## src/rtl/instr_trip_scan_ctrl.sv

```systemverilog
// Trip scan sequencer: captures a sample vector, evaluates one channel per cycle
// against snapshotted setpoints/modes, then debounces and latches per-channel trips.
module instr_trip_scan_ctrl #(
  parameter int unsigned NChannels = 3,
  parameter int unsigned Width     = 32,
  parameter int unsigned Debounce  = 2
) (
  input  logic                       clk,
  input  logic                       rst_n,
  input  logic                       sample_valid,
  output logic                       sample_ready,
  input  logic [NChannels*Width-1:0] sample_vals,
  input  logic                       cfg_sp_wr,
  input  logic                       cfg_mode_wr,
  input  logic [1:0]                 cfg_ch,
  input  logic [Width-1:0]           cfg_sp,
  input  logic [1:0]                 cfg_mode,
  input  logic                       trip_reset,
  output logic [NChannels-1:0]       trip_out,
  output logic                       scan_done,
  output logic                       busy
);

  localparam int unsigned IdxW = (NChannels > 1) ? $clog2(NChannels) : 1;
  localparam int unsigned CntW = 4;
  localparam logic [CntW-1:0] DebLim  = CntW'(Debounce);
  localparam logic [IdxW-1:0] LastIdx = IdxW'(NChannels - 1);

  typedef enum logic [1:0] {
    IDLE,
    EVAL,
    UPDATE
  } state_t;

  state_t state;

  logic [NChannels-1:0][Width-1:0] sp_live;
  logic [NChannels-1:0][1:0]       mode_live;
  logic [NChannels-1:0][Width-1:0] val_sh;
  logic [NChannels-1:0][Width-1:0] sp_sh;
  logic [NChannels-1:0][1:0]       mode_sh;
  logic [NChannels-1:0][CntW-1:0]  cnt;
  logic [NChannels-1:0][CntW-1:0]  upd_cnt;
  logic [NChannels-1:0]            upd_trip;
  logic [NChannels-1:0]            idle_clr;
  logic [NChannels-1:0]            raw_scan;
  logic [NChannels-1:0]            last_raw;
  logic [IdxW-1:0]                 idx;

  logic [Width-1:0] cur_val;
  logic [Width-1:0] cur_sp;
  logic [1:0]       cur_mode;
  logic             cur_sens;
  logic             cur_raw;

  assign sample_ready = (state == IDLE);
  assign busy         = (state != IDLE);

  // Live configuration registers; a running scan only sees its snapshot.
  always_ff @(posedge clk or negedge rst_n) begin
    if (!rst_n) begin
      sp_live   <= '0;
      mode_live <= '0;
    end else begin
      if (cfg_sp_wr && (32'(cfg_ch) < NChannels))
        sp_live[cfg_ch] <= cfg_sp;
      if (cfg_mode_wr && (32'(cfg_ch) < NChannels))
        mode_live[cfg_ch] <= cfg_mode;
    end
  end

  // Per-cycle channel evaluation from the shadow copies.
  always_comb begin
    cur_val  = '0;
    cur_sp   = '0;
    cur_mode = '0;
    for (int unsigned i = 0; i < NChannels; i++) begin
      if (idx == IdxW'(i)) begin
        cur_val  = val_sh[i];
        cur_sp   = sp_sh[i];
        cur_mode = mode_sh[i];
      end
    end
    if (idx == '0)
      cur_sens = $signed(cur_val) < $signed(cur_sp);
    else
      cur_sens = cur_val > cur_sp;
    cur_raw = (cur_mode == 2'd2) || ((cur_mode == 2'd1) && cur_sens);
  end

  // Debounce/latch update, with a coincident trip_reset applied after the latch.
  always_comb begin
    upd_cnt  = '0;
    upd_trip = '0;
    idle_clr = '0;
    for (int unsigned i = 0; i < NChannels; i++) begin
      if (raw_scan[i])
        upd_cnt[i] = (cnt[i] >= DebLim) ? DebLim : cnt[i] + CntW'(1);
      else
        upd_cnt[i] = '0;
      upd_trip[i] = trip_out[i] | (upd_cnt[i] == DebLim);
      if (trip_reset && !raw_scan[i]) begin
        upd_cnt[i]  = '0;
        upd_trip[i] = 1'b0;
      end
      idle_clr[i] = trip_reset && !last_raw[i];
    end
  end

  always_ff @(posedge clk or negedge rst_n) begin
    if (!rst_n) begin
      state     <= IDLE;
      idx       <= '0;
      val_sh    <= '0;
      sp_sh     <= '0;
      mode_sh   <= '0;
      raw_scan  <= '0;
      last_raw  <= '0;
      cnt       <= '0;
      trip_out  <= '0;
      scan_done <= 1'b0;
    end else begin
      scan_done <= 1'b0;
      case (state)
        IDLE: begin
          trip_out <= trip_out & ~idle_clr;
          for (int unsigned i = 0; i < NChannels; i++)
            if (idle_clr[i]) cnt[i] <= '0;
          if (sample_valid) begin
            val_sh  <= sample_vals;
            sp_sh   <= sp_live;
            mode_sh <= mode_live;
            idx     <= '0;
            state   <= EVAL;
          end
        end
        EVAL: begin
          trip_out <= trip_out & ~idle_clr;
          for (int unsigned i = 0; i < NChannels; i++)
            if (idle_clr[i]) cnt[i] <= '0;
          raw_scan[idx] <= cur_raw;
          if (idx == LastIdx)
            state <= UPDATE;
          else
            idx <= idx + IdxW'(1);
        end
        UPDATE: begin
          cnt       <= upd_cnt;
          trip_out  <= upd_trip;
          last_raw  <= raw_scan;
          scan_done <= 1'b1;
          state     <= IDLE;
        end
        default: state <= IDLE;
      endcase
    end
  end

endmodule
```

## config.mk

```make
export PLATFORM = sky130hd
export DESIGN_NAME = instr_trip_scan_ctrl
export DESIGN_NICKNAME = d
export VERILOG_FILES = /design/src/rtl/instr_trip_scan_ctrl.sv
export SDC_FILE = /design/constraint.sdc
export NUM_CORES = 1
export LEC_CHECK = 0
export CORE_MARGIN = 8
export CORE_UTILIZATION = 51
export CTS_BUF_LIST = sky130_fd_sc_hd__clkbuf_16
export DETAILED_ROUTE_END_ITERATION = 12
export PLACE_DENSITY = 0.75
export SYNTH_ARGS = -nofsm -noshare
export SYNTH_HDL_FRONTEND = slang
export SYNTH_SLANG_ARGS = --single-unit
```

## constraint.sdc

```tcl
create_clock -name clk -period 3.65 [get_ports clk]
set_input_delay 0.5475 -clock clk [delete_from_list [all_inputs] [get_ports clk]]
set_output_delay 0.5475 -clock clk [all_outputs]
set_load 0.03 [all_outputs]
```

==> impl_metrics.py <==
metrics = {
    "run_status": {
        "status": "finished, final reports clean",
    },
    "cells_and_area": {
        "final_common_cell": "dfrtp_1",
        "final_util_pct": 64.4,
        "nNetsFinal": 1415,
        "fin_cells": 1637,
        "area_growth_pct": 25.4,
        "final_cell_mix": "326 x dfrtp_1, 303 x mux2_2, 142 x clkdlybuf4s50_1",
        "drive_gt1_share_pct": 35.7,
        "diodes": 0,
        "fin_area_mm2": 0.0177,
    },
    "yosys": {
        "synth_compound_area_share_pct": 8.57,
        "synthXorXnorAreaFrac_pct": 0,
        "synth-simple-area-share_pct": 3.72,
        "synth-seq-cells": 326,
        "yosys_warnings": 0,
        "ys_seq_area_share_pct": 57.7,
        "synth.top_cells.by_area": "dfrtp_1 58%, mux2_2 24%, ha_1 3.6%, o21ai_0 2.8%, a221o_1 2.3%",
        "synth_fa_ha_area_share_pct": 3.63,
        "synth_mux_area_share_pct": 24.3,
        "synth_nets": 1221,
        "synth_top_area_share_pct": 57.7,
        "netlist_instances": 1042,
        "yosys.cell_types.count": 37,
        "yosysTopAreaCell": "dfrtp_1",
        "syn-cell-area_mm2": 0.0141,
        "synth_top_family_by_area": "multiplexers",
        "syn-mean-instance-area_um2": 13.6,
    },
    "power": {
        "p_int_mw": 10.4,
        "combPwrFrac_pct": 41.5,
        "p_total_mw": 15.7,
        "clock_power_share_pct": 20.9,
        "p_sw_share_pct": 33.7,
        "p_leak_nw": 7.62,
        "pwr-share-seq_pct": 37.5,
        "p_switching_mw": 5.28,
        "cellPowerDensity_mw_per_mm2": 883,
        "ir_drop_mv": 0.396,
    },
    "grt": {
        "antenna_found_initial": 0,
        "grt_max_degree": 118,
        "gr-total-overflow": 0,
        "track_usage_pct": 20.3,
        "grt_pass1_wl_um": 54300,
        "grt_pass1_vias": 9749,
    },
    "hold_path": {
        "min_path_type": "in -> async",
    },
    "routing": {
        "vias_per_cell": 5.65,
        "drc": 0,
        "wl_per_cell_um": 20.8,
        "routed_wl_um": 34000,
        "ant_nets": 0,
        "num_vias": 9249,
        "drt_iter0_drc": 619,
        "dr.pass1.iters": 5,
    },
    "setup_path": {
        "cp.required_ns": 4.04,
        "crit_path_end_kind": "register",
        "critPathMaxFanout": 10,
        "crit_arrival_ns": 3.94,
        "criticalPathCategory": "reg -> reg",
        "worst_setup_path_start_kind": "register",
    },
    "clock_network": {
        "clockBufferDepth": 3,
        "cts_made_buffers": 35,
        "cts_tree": "built",
        "holdBufCountCts": 0,
        "root_buffer": "clkbuf_16",
        "h-tree-depth": 2,
        "cts_sinks": 326,
        "clk_pin_slew_worst_paths_ns": 0.06,
        "clk_latency_ns": 0.51,
    },
    "die": {
        "fp.dieH_um": 183,
        "start_util_pct": 51.3,
        "fp.dieW_um": 183,
        "io_pins": 144,
        "row_count": 61,
        "core_mm2": 0.0276,
        "dieArea_mm2": 0.0333,
    },
    "timing": {
        "holdWs_ns": 0.145,
        "finalCritPeriodShare_pct": 97.1,
        "period_minus_slack_ns": 3.54,
        "tightest_slew_ns": 0.900,
        "hold_viol": 0,
        "clock_skew_ns": 0.00686,
        "setup_viol": 0,
        "relSlewSlack_pct": 40.0,
        "max_freq_ghz": 0.282,
        "maxSlewViolCount": 0,
    },
    "job": {
        "cap_viol_max_count": 0,
    },
    "placed_design": {
        "place.gp.congestion": 0.792,
        "dp_hpwl_um": 22700,
        "placed_cells": 1563,
        "placed_area_mm2": 0.0164,
        "port_buffers": 143,
    },
}
synthesized netlist by cell type:
master,number
a221oi_1,1
a21oi_1,15
a221o_1,33
a21oi_2,2
or4_1,3
ha_1,41
nand3b_1,3
o31ai_1,2
nor2_1,24
nand2b_1,1
a22oi_1,33
and2_1,4
or2_2,1
mux2i_1,1
and2_2,1
inv_1,13
mux2_4,1
a22o_1,4
nor3_1,3
a211o_1,1
a31o_2,1
a211oi_1,5
nand2_1,60
buf_2,22
nor4_1,2
a21o_1,1
nand3_1,3
clkbuf_1,30
nand4_1,6
a31oi_1,2
buf_1,7
o21ai_0,80
nor2b_1,4
o211ai_1,1
mux2_2,303
dfrtp_1,326
nor3b_1,2
registers in the layout (all words and copies together), names as in the netlist, 6 cells and up:
signal and flops:
mode_live 6, sp_live 96, val_sh 96, sp_sh 96, cnt 12, mode_sh 6
per-stage QoR:
stage / setup slack (ns) / TNS (ns)
after global placement: -0.0713 / -0.125
after global routing: -0.0277 / -0.0432
final: 0.107 / 0
after floorplan: 0.0159 / 0
after CTS: 0.0533 / 0
after detailed placement: -0.187 / -0.358
final timing paths:
kind	from	endpoint	slack (ns)	depth (start not counted)
max	idx[0]	raw_scan[1]	0.11	15
min	rst_n	sp_sh[44]	0.15	1
max reg2reg	idx[0]	raw_scan[1]	0.11	15
min reg2reg	last_raw[0]	last_raw[0]	0.49	2
max in group asynchronous	rst_n	sp_live[36]	2.62	2
min in group clk	last_raw[0]	last_raw[0]	0.49	2
layout make-up:
cell class | instances | area [µm²]
clock buffer | 35 | 876
inverter | 13 | 52.6
tap | 378 | 473
clock inverter | 25 | 171
timing repair buffer | 216 | 2210
fill | 1984 | 9810
sequential | 326 | 8160
multi-input combinational | 644 | 5800
layer usage:
metal | vias to the layer above | wire (µm) | GRT usage (%)
met5 | - | 0 | 0
met2 | 218 | 15500 | 31.1
met1 | 4778 | 16300 | 29.8
li1 | 4214 | - | -
met4 | 0 | 502 | 4.79
met3 | 39 | 1720 | 3.50
critical path, stage by stage, from the launching register on:
cell	delay, ns
dfrtp_1	0.40
buf_4	0.15
ha_4	0.17
buf_6	0.15
buf_12	0.16
a221o_1	0.30
o21ai_0	0.08
ha_1	0.26
a21oi_1	0.16
o21ai_1	0.08
a221o_1	0.32
a211o_1	0.31
a21oi_2	0.16
mux2_4	0.34
a211oi_4	0.28
o31ai_1	0.09
cell families after synthesis:
kind of cell	count (synthesis)
flops	326
mux	305
compound gates	181
simple gates	117
buf+inv	72
fa+ha+maj	41
power by group through the flow:
| stage | logic (mW) | clock network (mW) | registers, mW |
|---|---|---|---|
| 2_1_floorplan | 4.08 | 0 | 5.55 |
| 3_3_place_gp | 5.80 | 0 | 5.85 |
| 3_5_place_dp | 5.99 | 0 | 5.89 |
| 4_1_cts | 6.09 | 3.35 | 5.84 |
| 5_1_grt | 7.10 | 3.50 | 6.03 |
| 6_report | 6.50 | 3.28 | 5.88 |
repair_timing:
item / in CTS / in global routing
gates cloned: 0 / 3
pin swaps: 0 / 23
gates resized for setup: 8 / 40
setup endpoints to repair: 3 / 3
buffers inserted: 2 / 9
endpoints found under the hold margin: 0 / 0
Note: power is estimated with default switching activity, not from simulation.
